### src/rtl/dma_req_arbiter.sv
// dma_req_arbiter: round-robin arbiter sharing one DMA request channel among
// N_REQ requesters. Each grant issues a DMA request plus a datapath-mux
// descriptor, and records the granted vfid in an in-order completion queue
// so that DMA done pulses are routed back to the originating requester.
// Optional build macro DMA_ARB_PRIO_EN: requester 0 gets strict priority and
// requesters 1..N_REQ-1 round-robin among themselves.
module dma_req_arbiter #(
  parameter int N_REQ         = 4,
  parameter int N_ID_BITS     = 2,
  parameter int ADDR_BITS     = 64,
  parameter int LEN_BITS      = 28,
  parameter int ARB_DATA_BITS = 512,
  parameter int N_OUTSTANDING = 8
) (
  input  logic                                    aclk,
  input  logic                                    aresetn,
  input  logic [N_REQ-1:0]                        s_req_valid,
  output logic [N_REQ-1:0]                        s_req_ready,
  input  logic [N_REQ*ADDR_BITS-1:0]              s_req_addr,
  input  logic [N_REQ*LEN_BITS-1:0]               s_req_len,
  input  logic [N_REQ-1:0]                        s_req_last,
  output logic [N_REQ-1:0]                        s_rsp_done,
  output logic                                    m_req_valid,
  input  logic                                    m_req_ready,
  output logic [ADDR_BITS-1:0]                    m_req_addr,
  output logic [LEN_BITS-1:0]                     m_req_len,
  output logic                                    m_req_last,
  input  logic                                    m_rsp_done,
  output logic                                    mux_valid,
  input  logic                                    mux_ready,
  output logic [N_ID_BITS-1:0]                    mux_vfid,
  output logic [LEN_BITS-$clog2(ARB_DATA_BITS/8)-1:0] mux_len,
  output logic                                    mux_ctl,
  output logic [$clog2(N_OUTSTANDING):0]          outstanding,
  output logic                                    cpl_err
);

  localparam int BEAT_LOG_BITS = $clog2(ARB_DATA_BITS / 8);
  localparam int MUX_LEN_BITS  = LEN_BITS - BEAT_LOG_BITS;
  localparam int QPTR_BITS     = $clog2(N_OUTSTANDING);
  localparam int CNT_BITS      = QPTR_BITS + 1;

  localparam logic [N_REQ-1:0]     REQ_ONE    = {{(N_REQ-1){1'b0}}, 1'b1};
  localparam logic [N_ID_BITS-1:0] ID_ZERO    = {N_ID_BITS{1'b0}};
  localparam logic [N_ID_BITS-1:0] ID_ONE     = {{(N_ID_BITS-1){1'b0}}, 1'b1};
  localparam logic [N_ID_BITS-1:0] ID_LAST    = N_ID_BITS'(N_REQ - 1);
  localparam logic [QPTR_BITS-1:0] PTR_ONE    = {{(QPTR_BITS-1){1'b0}}, 1'b1};
  localparam logic [CNT_BITS-1:0]  CNT_ZERO   = {CNT_BITS{1'b0}};
  localparam logic [CNT_BITS-1:0]  CNT_ONE    = {{(CNT_BITS-1){1'b0}}, 1'b1};
  localparam logic [CNT_BITS-1:0]  CNT_FULL   = CNT_BITS'(N_OUTSTANDING);
  localparam logic [LEN_BITS:0]    LEN_ONE    = {{LEN_BITS{1'b0}}, 1'b1};
  localparam logic [LEN_BITS:0]    BEAT_ROUND = (LEN_BITS + 1)'((2 ** BEAT_LOG_BITS) - 1);

  typedef enum logic [0:0] {
    ST_IDLE  = 1'b0,
    ST_ISSUE = 1'b1
  } state_t;

  state_t                  state_r, state_nxt_s;
  logic [N_ID_BITS-1:0]    rr_ptr_r;
  logic [N_ID_BITS-1:0]    grant_idx_s;
  logic                    grant_any_s;
  logic                    grant_s;
  int                      best_dist_s;
  logic                    m_done_s, mux_done_s;
  logic                    m_req_valid_r, mux_valid_r, m_req_last_r, mux_ctl_r;
  logic [ADDR_BITS-1:0]    m_req_addr_r;
  logic [LEN_BITS-1:0]     m_req_len_r, len_sel_s;
  logic [LEN_BITS:0]       beats_s;
  logic [MUX_LEN_BITS-1:0] mux_len_s, mux_len_r;
  logic [N_ID_BITS-1:0]    mux_vfid_r;
  logic [N_ID_BITS-1:0]    cq_mem_r [N_OUTSTANDING];
  logic [QPTR_BITS-1:0]    wr_ptr_r, rd_ptr_r;
  logic [CNT_BITS-1:0]     count_r;
  logic                    q_full_s, q_empty_s, push_s, pop_s;
  logic [N_REQ-1:0]        s_rsp_done_r;
  logic                    cpl_err_r;

  assign q_full_s  = (count_r == CNT_FULL);
  assign q_empty_s = (count_r == CNT_ZERO);
  assign grant_s   = (state_r == ST_IDLE) && grant_any_s && !q_full_s;
  assign push_s    = grant_s;
  assign pop_s     = m_rsp_done && !q_empty_s;
  assign m_done_s  = !m_req_valid_r || m_req_ready;
  assign mux_done_s = !mux_valid_r || mux_ready;

  // Pick the valid requester closest at-or-after the round-robin pointer.
  always_comb begin
    grant_any_s = 1'b0;
    grant_idx_s = ID_ZERO;
    best_dist_s = N_REQ;
    for (int i = 0; i < N_REQ; i++) begin
      if (s_req_valid[i] && (((i + N_REQ - int'(rr_ptr_r)) % N_REQ) < best_dist_s)) begin
        best_dist_s = (i + N_REQ - int'(rr_ptr_r)) % N_REQ;
        grant_idx_s = N_ID_BITS'(i);
        grant_any_s = 1'b1;
      end else begin
        best_dist_s = best_dist_s;
      end
    end
`ifdef DMA_ARB_PRIO_EN
    if (s_req_valid[0]) begin
      grant_idx_s = ID_ZERO;
    end else begin
      grant_idx_s = grant_idx_s;
    end
`endif
  end

  // Accept strobe is combinational in ST_IDLE and forced low while in reset.
  always_comb begin
    if (grant_s && aresetn) begin
      s_req_ready = REQ_ONE << grant_idx_s;
    end else begin
      s_req_ready = {N_REQ{1'b0}};
    end
  end

  // Beat count minus one for the mux; zero length saturates to zero.
  always_comb begin
    len_sel_s = s_req_len[int'(grant_idx_s)*LEN_BITS +: LEN_BITS];
    beats_s   = ({1'b0, len_sel_s} + BEAT_ROUND) >> BEAT_LOG_BITS;
    if (len_sel_s == {LEN_BITS{1'b0}}) begin
      mux_len_s = {MUX_LEN_BITS{1'b0}};
    end else begin
      mux_len_s = MUX_LEN_BITS'(beats_s - LEN_ONE);
    end
  end

  // FSM state register.
  always_ff @(posedge aclk or negedge aresetn) begin
    if (!aresetn) state_r <= ST_IDLE;
    else          state_r <= state_nxt_s;
  end

  // FSM next state: leave ST_ISSUE once both handshakes have completed.
  always_comb begin
    state_nxt_s = state_r;
    case (state_r)
      ST_IDLE: begin
        if (grant_s) state_nxt_s = ST_ISSUE;
        else         state_nxt_s = ST_IDLE;
      end
      ST_ISSUE: begin
        if (m_done_s && mux_done_s) state_nxt_s = ST_IDLE;
        else                        state_nxt_s = ST_ISSUE;
      end
      default: state_nxt_s = ST_IDLE;
    endcase
  end

  // Round-robin pointer advances past the winner (priority grants leave it).
  always_ff @(posedge aclk or negedge aresetn) begin
    if (!aresetn) begin
      rr_ptr_r <= ID_ZERO;
    end else if (grant_s) begin
`ifdef DMA_ARB_PRIO_EN
      if (grant_idx_s == ID_ZERO)     rr_ptr_r <= rr_ptr_r;
      else if (grant_idx_s == ID_LAST) rr_ptr_r <= ID_ZERO;
      else                             rr_ptr_r <= grant_idx_s + ID_ONE;
`else
      if (grant_idx_s == ID_LAST) rr_ptr_r <= ID_ZERO;
      else                        rr_ptr_r <= grant_idx_s + ID_ONE;
`endif
    end
  end

  // Request/descriptor registers: load on grant, drop each valid on its handshake.
  always_ff @(posedge aclk or negedge aresetn) begin
    if (!aresetn) begin
      m_req_valid_r <= 1'b0;
      mux_valid_r   <= 1'b0;
      m_req_addr_r  <= {ADDR_BITS{1'b0}};
      m_req_len_r   <= {LEN_BITS{1'b0}};
      m_req_last_r  <= 1'b0;
      mux_vfid_r    <= ID_ZERO;
      mux_len_r     <= {MUX_LEN_BITS{1'b0}};
      mux_ctl_r     <= 1'b0;
    end else if (grant_s) begin
      m_req_valid_r <= 1'b1;
      mux_valid_r   <= 1'b1;
      m_req_addr_r  <= s_req_addr[int'(grant_idx_s)*ADDR_BITS +: ADDR_BITS];
      m_req_len_r   <= len_sel_s;
      m_req_last_r  <= s_req_last[grant_idx_s];
      mux_vfid_r    <= grant_idx_s;
      mux_len_r     <= mux_len_s;
      mux_ctl_r     <= s_req_last[grant_idx_s];
    end else begin
      if (m_req_valid_r && m_req_ready) m_req_valid_r <= 1'b0;
      if (mux_valid_r && mux_ready)     mux_valid_r   <= 1'b0;
    end
  end

  // Completion queue: vfid FIFO, occupancy, done routing and sticky error.
  always_ff @(posedge aclk or negedge aresetn) begin
    if (!aresetn) begin
      for (int i = 0; i < N_OUTSTANDING; i++) cq_mem_r[i] <= ID_ZERO;
      wr_ptr_r     <= {QPTR_BITS{1'b0}};
      rd_ptr_r     <= {QPTR_BITS{1'b0}};
      count_r      <= CNT_ZERO;
      s_rsp_done_r <= {N_REQ{1'b0}};
      cpl_err_r    <= 1'b0;
    end else begin
      if (push_s) begin
        cq_mem_r[wr_ptr_r] <= grant_idx_s;
        wr_ptr_r           <= wr_ptr_r + PTR_ONE;
      end
      if (pop_s) begin
        rd_ptr_r     <= rd_ptr_r + PTR_ONE;
        s_rsp_done_r <= REQ_ONE << cq_mem_r[rd_ptr_r];
      end else begin
        s_rsp_done_r <= {N_REQ{1'b0}};
      end
      case ({push_s, pop_s})
        2'b10:   count_r <= count_r + CNT_ONE;
        2'b01:   count_r <= count_r - CNT_ONE;
        default: count_r <= count_r;
      endcase
      if (m_rsp_done && q_empty_s) cpl_err_r <= 1'b1;
    end
  end

  assign m_req_valid = m_req_valid_r;
  assign m_req_addr  = m_req_addr_r;
  assign m_req_len   = m_req_len_r;
  assign m_req_last  = m_req_last_r;
  assign mux_valid   = mux_valid_r;
  assign mux_vfid    = mux_vfid_r;
  assign mux_len     = mux_len_r;
  assign mux_ctl     = mux_ctl_r;
  assign outstanding = count_r;
  assign s_rsp_done  = s_rsp_done_r;
  assign cpl_err     = cpl_err_r;

endmodule

### config.mk
export PLATFORM = sky130hd
export DESIGN_NAME = dma_req_arbiter
export DESIGN_NICKNAME = d
export VERILOG_FILES = /design/src/rtl/dma_req_arbiter.sv
export SDC_FILE = /design/constraint.sdc
export NUM_CORES = 1
export LEC_CHECK = 0
export BUFFER_PORTS_ARGS = -buffer_cell sky130_fd_sc_hd__buf_2
export CORE_AREA = 2 2 202 204
export DETAILED_ROUTE_END_ITERATION = 8
export DIE_AREA = 0 0 204 206
export PLACE_DENSITY = 0.5
export RECOVER_POWER = 100
export REMOVE_ABC_BUFFERS = 1
export SLEW_MARGIN = 20
export SYNTH_ARGS = -nofsm -noshare
export SYNTH_HDL_FRONTEND = slang
export SYNTH_SLANG_ARGS = --single-unit
### constraint.sdc
create_clock -name aclk -period 20.5 [get_ports aclk]
set_input_delay 4.1 -clock aclk [delete_from_list [all_inputs] [get_ports aclk]]
set_output_delay 4.1 -clock aclk [all_outputs]
set_load 0.02 [all_outputs]
==> impl_metrics.toml, run 1 <==
[pwr]
power_density_mw_per_mm2 = 186
pwr-share-comb_pct = 63.8
p_clk_share_pct = 13.1
switching_share_pct = 52.2
power_frac_seq_pct = 23.1
total_power_mw = 2.42
p_switching_mw = 1.26
peakVddDrop_uv = 112
intPower_mw = 1.16
p_leak_nw = 5.66

[critical_path]
worstSetupStartpointType = "primary input"
required_ns = 16.40
critPathMaxFanout = 46
crit_type = "in -> out"
cp_slowest_stage_delay_ns = 1.80
cp_num_cells = 16
slowest_stage = "clkbuf_1"
worstPathCellList = "clkbuf_1 > inv_1 > a31oi_1 > ha_1 > o22ai_1 > o21ai_0 > o21ai_0 > ha_1 > o21ai_0 > o21ai_4 > nand2_1 > inv_1 > clkbuf_1 > ha_1 > and3_1 > clkbuf_1"
cp.arrival_ns = 10.52
reg2regPathDepth = 22
cp-end-kind = "primary output"
critPathBufInv = 5
cp_top_family = "buffers and inverters"

[routing]
drcViolationCount = 0
vias = 10700
drtIter0Drc = 563
post_drt_wl_per_cell_um = 19.4
wl_um = 41600
firstDrtPassIters = 5
vias_per_cell = 5.00
ant_nets = 0

[final_layout]
final_util_pct = 32.3
final_cell_mix = "buf_2, nand2_1, dfrtp_1"
nNetsFinal = 1988
seq_area_mm2 = 0.00383
syn_to_final_growth_pct = 33.7
drive_above_1_share_pct = 27.5
layout_commonest_cell = "buf_2"
multi_input_area_mm2 = 0.00536
fill_cells = 4401

[synthesis]
synth_top_area_share_pct = 39.5
synthCells = 1152
ys.flop_type = "dfrtp_1"
syn_avg_cell_area_um2 = 8.41
ys_ff_latch = 153
synth_enable_flop_cells = 0
async_reset_ff_share_pct = 100
synth_warnings = 0
ys_types = 71
synth_area_mm2 = 0.00969
synth_area_leaders = "dfrtp_1, nand2_1, o221ai_1"
ys_seq_area_share_pct = 39.5
yosysTopAreaCell = "dfrtp_1"

[clock_tree]
hold_buffers = 0
cts_setup_buffers = 0
clock_sinks = 153
cts_root_buf = "clkbuf_16"
cts_buffers = 17
clk_pin_slew_ns = 0.07
htreeDepth = 4
cts_tree = "built"
cts_buffer_depth = 2
post_cts_resized = 0
clk-insertion-delay-late_ns = 0.44

[global_routing]
grt_max_degree = 88
antenna_found_initial = 8
gr-total-overflow = 0
grt_pass1_vias = 10400
grt_pass1_wl_um = 62300
grtUsageTotal_pct = 19.4

[timing]
worst_slew_pin_slew_ns = 3.37
clock.fmax_ghz = 0.0684
hold_violations = 0
drv_slew = 699
min_period_over_period_pct = 71.3
setup_viol = 0
skew_ns = 0.0128
period_minus_slack_ns = 14.62
slew_headroom_pct = -125
rsz0062_at_grt = "no"
fin_tns_setup_ns = 0

[placed_design]
place.gp.congestion = 0.884
hpwlAfterDp_um = 31200
port_buffers = 513

[die]
die_y_um = 206
fp.dieW_um = 204
die_area_mm2 = 0.0420
rows = 74
boundaryPins = 514
coreArea_mm2 = 0.0402
start_util_pct = 24.1

[job]
cap_violations = 12

[status]
violations = "max-capacitance violations, max-slew violations"
status = "finished with violations"

[min_path]
holdPathStages = 1
min_path_type = "reg -> reg"
-- cell families (layout without fill, tap and decap cells) --
kind of cell    count (synthesis)  count (layout)  share of synthesized area, %
simple gates                  441             441                          19.9
fa+ha+maj                      13              13                          1.76
compound gates                379             379                          28.8
buf+inv                       120             575                          5.15
other cells                     0               7                             0
mux                            16              16                          2.21
xor+xnor                       30              30                          2.71
flops                         153             153                          39.5
-- flip-flops by register name, indices dropped and copies added, names as in the netlist --
| name | flops |
|---|---|
| mux_valid | 1 |
| m_req_valid | 1 |
| rd_ptr_r | 3 |
| s_rsp_done | 4 |
| mux_len | 22 |
| mux_vfid | 2 |
| outstanding | 4 |
| mux_ctl | 1 |
| rr_ptr_r | 2 |
| m_req_len | 28 |
| cpl_err | 1 |
| state_r | 1 |
| cq_mem_r | 16 |
| m_req_addr | 64 |
| wr_ptr_r | 3 |
-- per-layer routing --
metal | vias to the layer above | part of all wire, % | GRT usage (%)
met5 | - | 0.038 | 0
met3 | 53 | 6.2 | 4.18
met4 | 2 | 2.4 | 6.65
li1 | 5125 | - | -
met1 | 5191 | 43 | 25.1
met2 | 359 | 48 | 32.2
-- path summary, 6_finish.rpt --
| check | start | end | slack, ns |
|---|---|---|---|
| max | s_req_valid[0] | s_req_ready[0] | 5.88 |
| min | cpl_err$_DFFE_PN0P_ | cpl_err$_DFFE_PN0P_ | 0.46 |
| max reg2reg | rr_ptr_r[0]$_DFFE_PN0P_ | mux_len[0]$_DFFE_PN0P_ | 9.85 |
| min reg2reg | cpl_err$_DFFE_PN0P_ | cpl_err$_DFFE_PN0P_ | 0.46 |
| max in group asynchronous | aresetn | mux_len[1]$_DFFE_PN0P_ | 11.65 |
| min in group asynchronous | aresetn | m_req_len[25]$_DFFE_PN0P_ | 4.63 |
-- area by class of cell --
| type | instances | share of cell area [%] |
|---|---|---|
| clock buffer | 18 | 3.31 |
| clock inverter | 14 | 1.07 |
| tap | 532 | 5.14 |
| multi-input combinational | 879 | 41.3 |
| inverter | 14 | 0.425 |
| antenna | 7 | 0.135 |
| timing repair buffer | 529 | 19.1 |
| sequential | 153 | 29.5 |
-- power groups by stage --
stage	logic (mW)	clock network, mW	registers (mW)
6_report	1.54	0.317	0.559
5_1_grt	1.70	0.341	0.580
4_1_cts	1.58	0.328	0.555
3_5_place_dp	1.58	0	0.558
3_3_place_gp	1.56	0	0.555
2_1_floorplan	0.897	0	0.701
-- per-stage QoR --
step,setup WS [ns],area [um2],hold slack (ns),std cells
2_1_floorplan,6.23,9250,0.445,1046
3_3_place_gp,8.35,12600,0.434,2107
3_5_place_dp,8.26,12600,0.442,2107
4_1_cts,8.25,13200,0.457,2139
5_1_grt,5.38,13000,0.497,2144
6_report,5.88,13000,0.455,2146
-- synthesized netlist by cell type (13+ instances only) --
master / n
clkbuf_1: 76
dfrtp_1: 153
nor2_1: 106
nand2_1: 199
buf_2: 15
a31oi_1: 15
nor3_1: 77
a22o_1: 21
o31a_1: 66
o221ai_1: 70
inv_1: 13
a21oi_1: 26
o21ai_0: 117
xnor2_1: 22
-- worst register-to-register path, cell delays in order, from the launching register on --
cell and delay, ns:
dfrtp_1 0.50, nand2b_1 0.29, nor2_1 0.07, o21a_1 0.17
a31oi_1 0.23, ha_1 0.29, o22ai_1 0.13, o21ai_0 0.32
o21ai_0 0.14, ha_1 0.32, o21ai_0 0.27, o21ai_4 0.26
clkbuf_1 1.23, clkbuf_1 2.32, a31oi_1 0.49, nor4_1 0.96
o211ai_1 0.38, nor3_1 0.73, nand2_1 0.22, nor2_1 0.21
a21oi_1 0.08, clkbuf_1 0.53, a22o_1 0.38
Note: power is estimated with default switching activity, not from simulation.
==> run 2: changes to the inputs <==
- CORE_AREA: 2 2 202 204 -> 2 2 199 201
- DIE_AREA: 0 0 204 206 -> 0 0 201 203
- PLACE_DENSITY: 0.5 -> 0.51
- clock period: 20.5 -> 14.2 ns (I/O delays scaled with it)
==> impl_metrics.toml, run 2 (synthesis gave the netlist of run 1 again) <==
[status]
status = "finished with violations"
violations = "max-capacitance violations, max-slew violations"

[critical_path]
worstPathCellList = "clkbuf_1 > nor2_1 > o21a_1 > a31oi_1 > ha_1 > o22ai_1 > o21ai_4 > buf_4 > o21ai_0 > ha_1 > o21ai_0 > o21ai_4 > clkbuf_1 > nand2_1 > inv_4 > ha_1 > and3_1 > clkbuf_1"
crit_type = "in -> out"
critPathBufInv = 5
cp-end-kind = "primary output"
cp_top_family = "buffers and inverters"
required_ns = 11.36
cp.arrival_ns = 8.66
cp_slowest_stage_delay_ns = 1.09
slowest_stage = "clkbuf_1"
critPathMaxFanout = 54
worstSetupStartpointType = "primary input"

[global_routing]
gr-total-overflow = 0
antenna_found_initial = 10
grt_max_degree = 117
grtUsageTotal_pct = 19.9
grt_pass1_vias = 10700
grt_pass1_wl_um = 62800

[final_layout]
nNetsFinal = 1987
final_util_pct = 33.7
syn_to_final_growth_pct = 33.8
drive_above_1_share_pct = 27.8
layout_commonest_cell = "buf_2"
largest_reg_flops = 64
final_cell_mix = "buf_2, nand2_1, dfrtp_1"
instances_no_fill = 2131

[clock_tree]
cts_buffer_depth = 2
cts_setup_buffers = 0
post_cts_resized = 0
cts_buffers = 17
cts_tree = "built"
clock_sinks = 153
cts_root_buf = "clkbuf_16"
htreeDepth = 4
clk_pin_slew_ns = 0.06
clk-insertion-delay-late_ns = 0.43
hold_buffers = 0

[die]
fp.dieW_um = 201
rows = 72
die_y_um = 203
boundaryPins = 514
die_area_mm2 = 0.0408
start_util_pct = 25.2
coreArea_mm2 = 0.0385

[timing]
fin_tns_setup_ns = 0
rsz0062_at_grt = "no"
slew_headroom_pct = -166
drv_slew = 279
worst_slew_pin_slew_ns = 3.99
min_period_over_period_pct = 81.0
skew_ns = 0.0102
setup_viol = 0
hold_violations = 0
clock.fmax_ghz = 0.0869
period_minus_slack_ns = 11.50

[routing]
wl_um = 41200
drcViolationCount = 0
post_drt_wl_per_cell_um = 19.3
vias_per_cell = 5.02
vias = 10700
drtIter0Drc = 670
firstDrtPassIters = 5
ant_nets = 0

[pwr]
peakVddDrop_uv = 123
total_power_mw = 3.47
p_leak_nw = 5.67
power_density_mw_per_mm2 = 268

[min_path]
min_path_type = "reg -> reg"

[placed_design]
place.gp.congestion = 0.906
port_buffers = 513
dp_cells = 2092
hpwlAfterDp_um = 30900

[job]
cap_violations = 4
==> run 2: cell types whose count changed in the layout (fill, tap and decap cells not counted), sizes merged <==
cell    delta
buf        +5
clkinv     +1
clkbuf     -2
inv        -5
==> run 2: path summary, 6_finish.rpt <==
check                                           start                         end  slack (ns)  depth (start not counted)
min in group asynchronous                     aresetn   m_req_len[25]$_DFFE_PN0P_        3.79                          1
max in group asynchronous                     aresetn  m_req_addr[29]$_DFFE_PN0P_        5.85                          2
setup / recovery                       s_req_valid[1]              s_req_ready[0]        2.70                         18
hold reg to reg            m_req_addr[25]$_DFFE_PN0P_  m_req_addr[25]$_DFFE_PN0P_        0.48                          2
hold / removal             m_req_addr[25]$_DFFE_PN0P_  m_req_addr[25]$_DFFE_PN0P_        0.48                          2
setup reg to reg              rr_ptr_r[0]$_DFFE_PN0P_      mux_len[0]$_DFFE_PN0P_        5.22                         23
==> run 2: report_power, final <==
part	switching (mW)	internal [mW]	leakage (nW)
Sequential	0.139	0.666	1.88
Combinational	1.48	0.744	3.53
Clock	0.194	0.251	0.267
Total	1.81	1.66	5.67
==> run 2: per-layer routing <==
| layer | part of all wire [%] | global-route usage [%] |
|---|---|---|
| met1 | 43 | 24.7 |
| met5 | 0.075 | 0 |
| met4 | 2.4 | 6.06 |
| met3 | 5.8 | 5.28 |
| met2 | 49 | 33.7 |
==> run 2: worst reg2reg max path: cells and delay by family (launching register included) <==
family,cells,cell delay (ns)
compound gates,11,2.48
fa+ha+maj,2,0.60
buf+inv,4,2.91
flops,1,0.50
simple gates,6,2.37
==> run 2: layout make-up <==
class / instances / area, um2
inverters: 14 / 56.3
well taps: 518 / 648
fillers: 4221 / 25500
repair buffers: 528 / 2490
flip-flops and latches: 153 / 3830
multi-input cells: 879 / 5370
clock buffers: 22 / 464
clock inverters: 10 / 93.8
diodes: 7 / 17.5
==> run 2: per-stage QoR <==
step	area, um2	hold slack (ns)	setup slack [ns]
floorplan	9250	0.445	2.45
global route	13000	0.500	2.16
global placement	12600	0.457	4.40
finish	13000	0.478	2.70
CTS	13200	0.479	4.27
detailed placement	12600	0.458	4.30
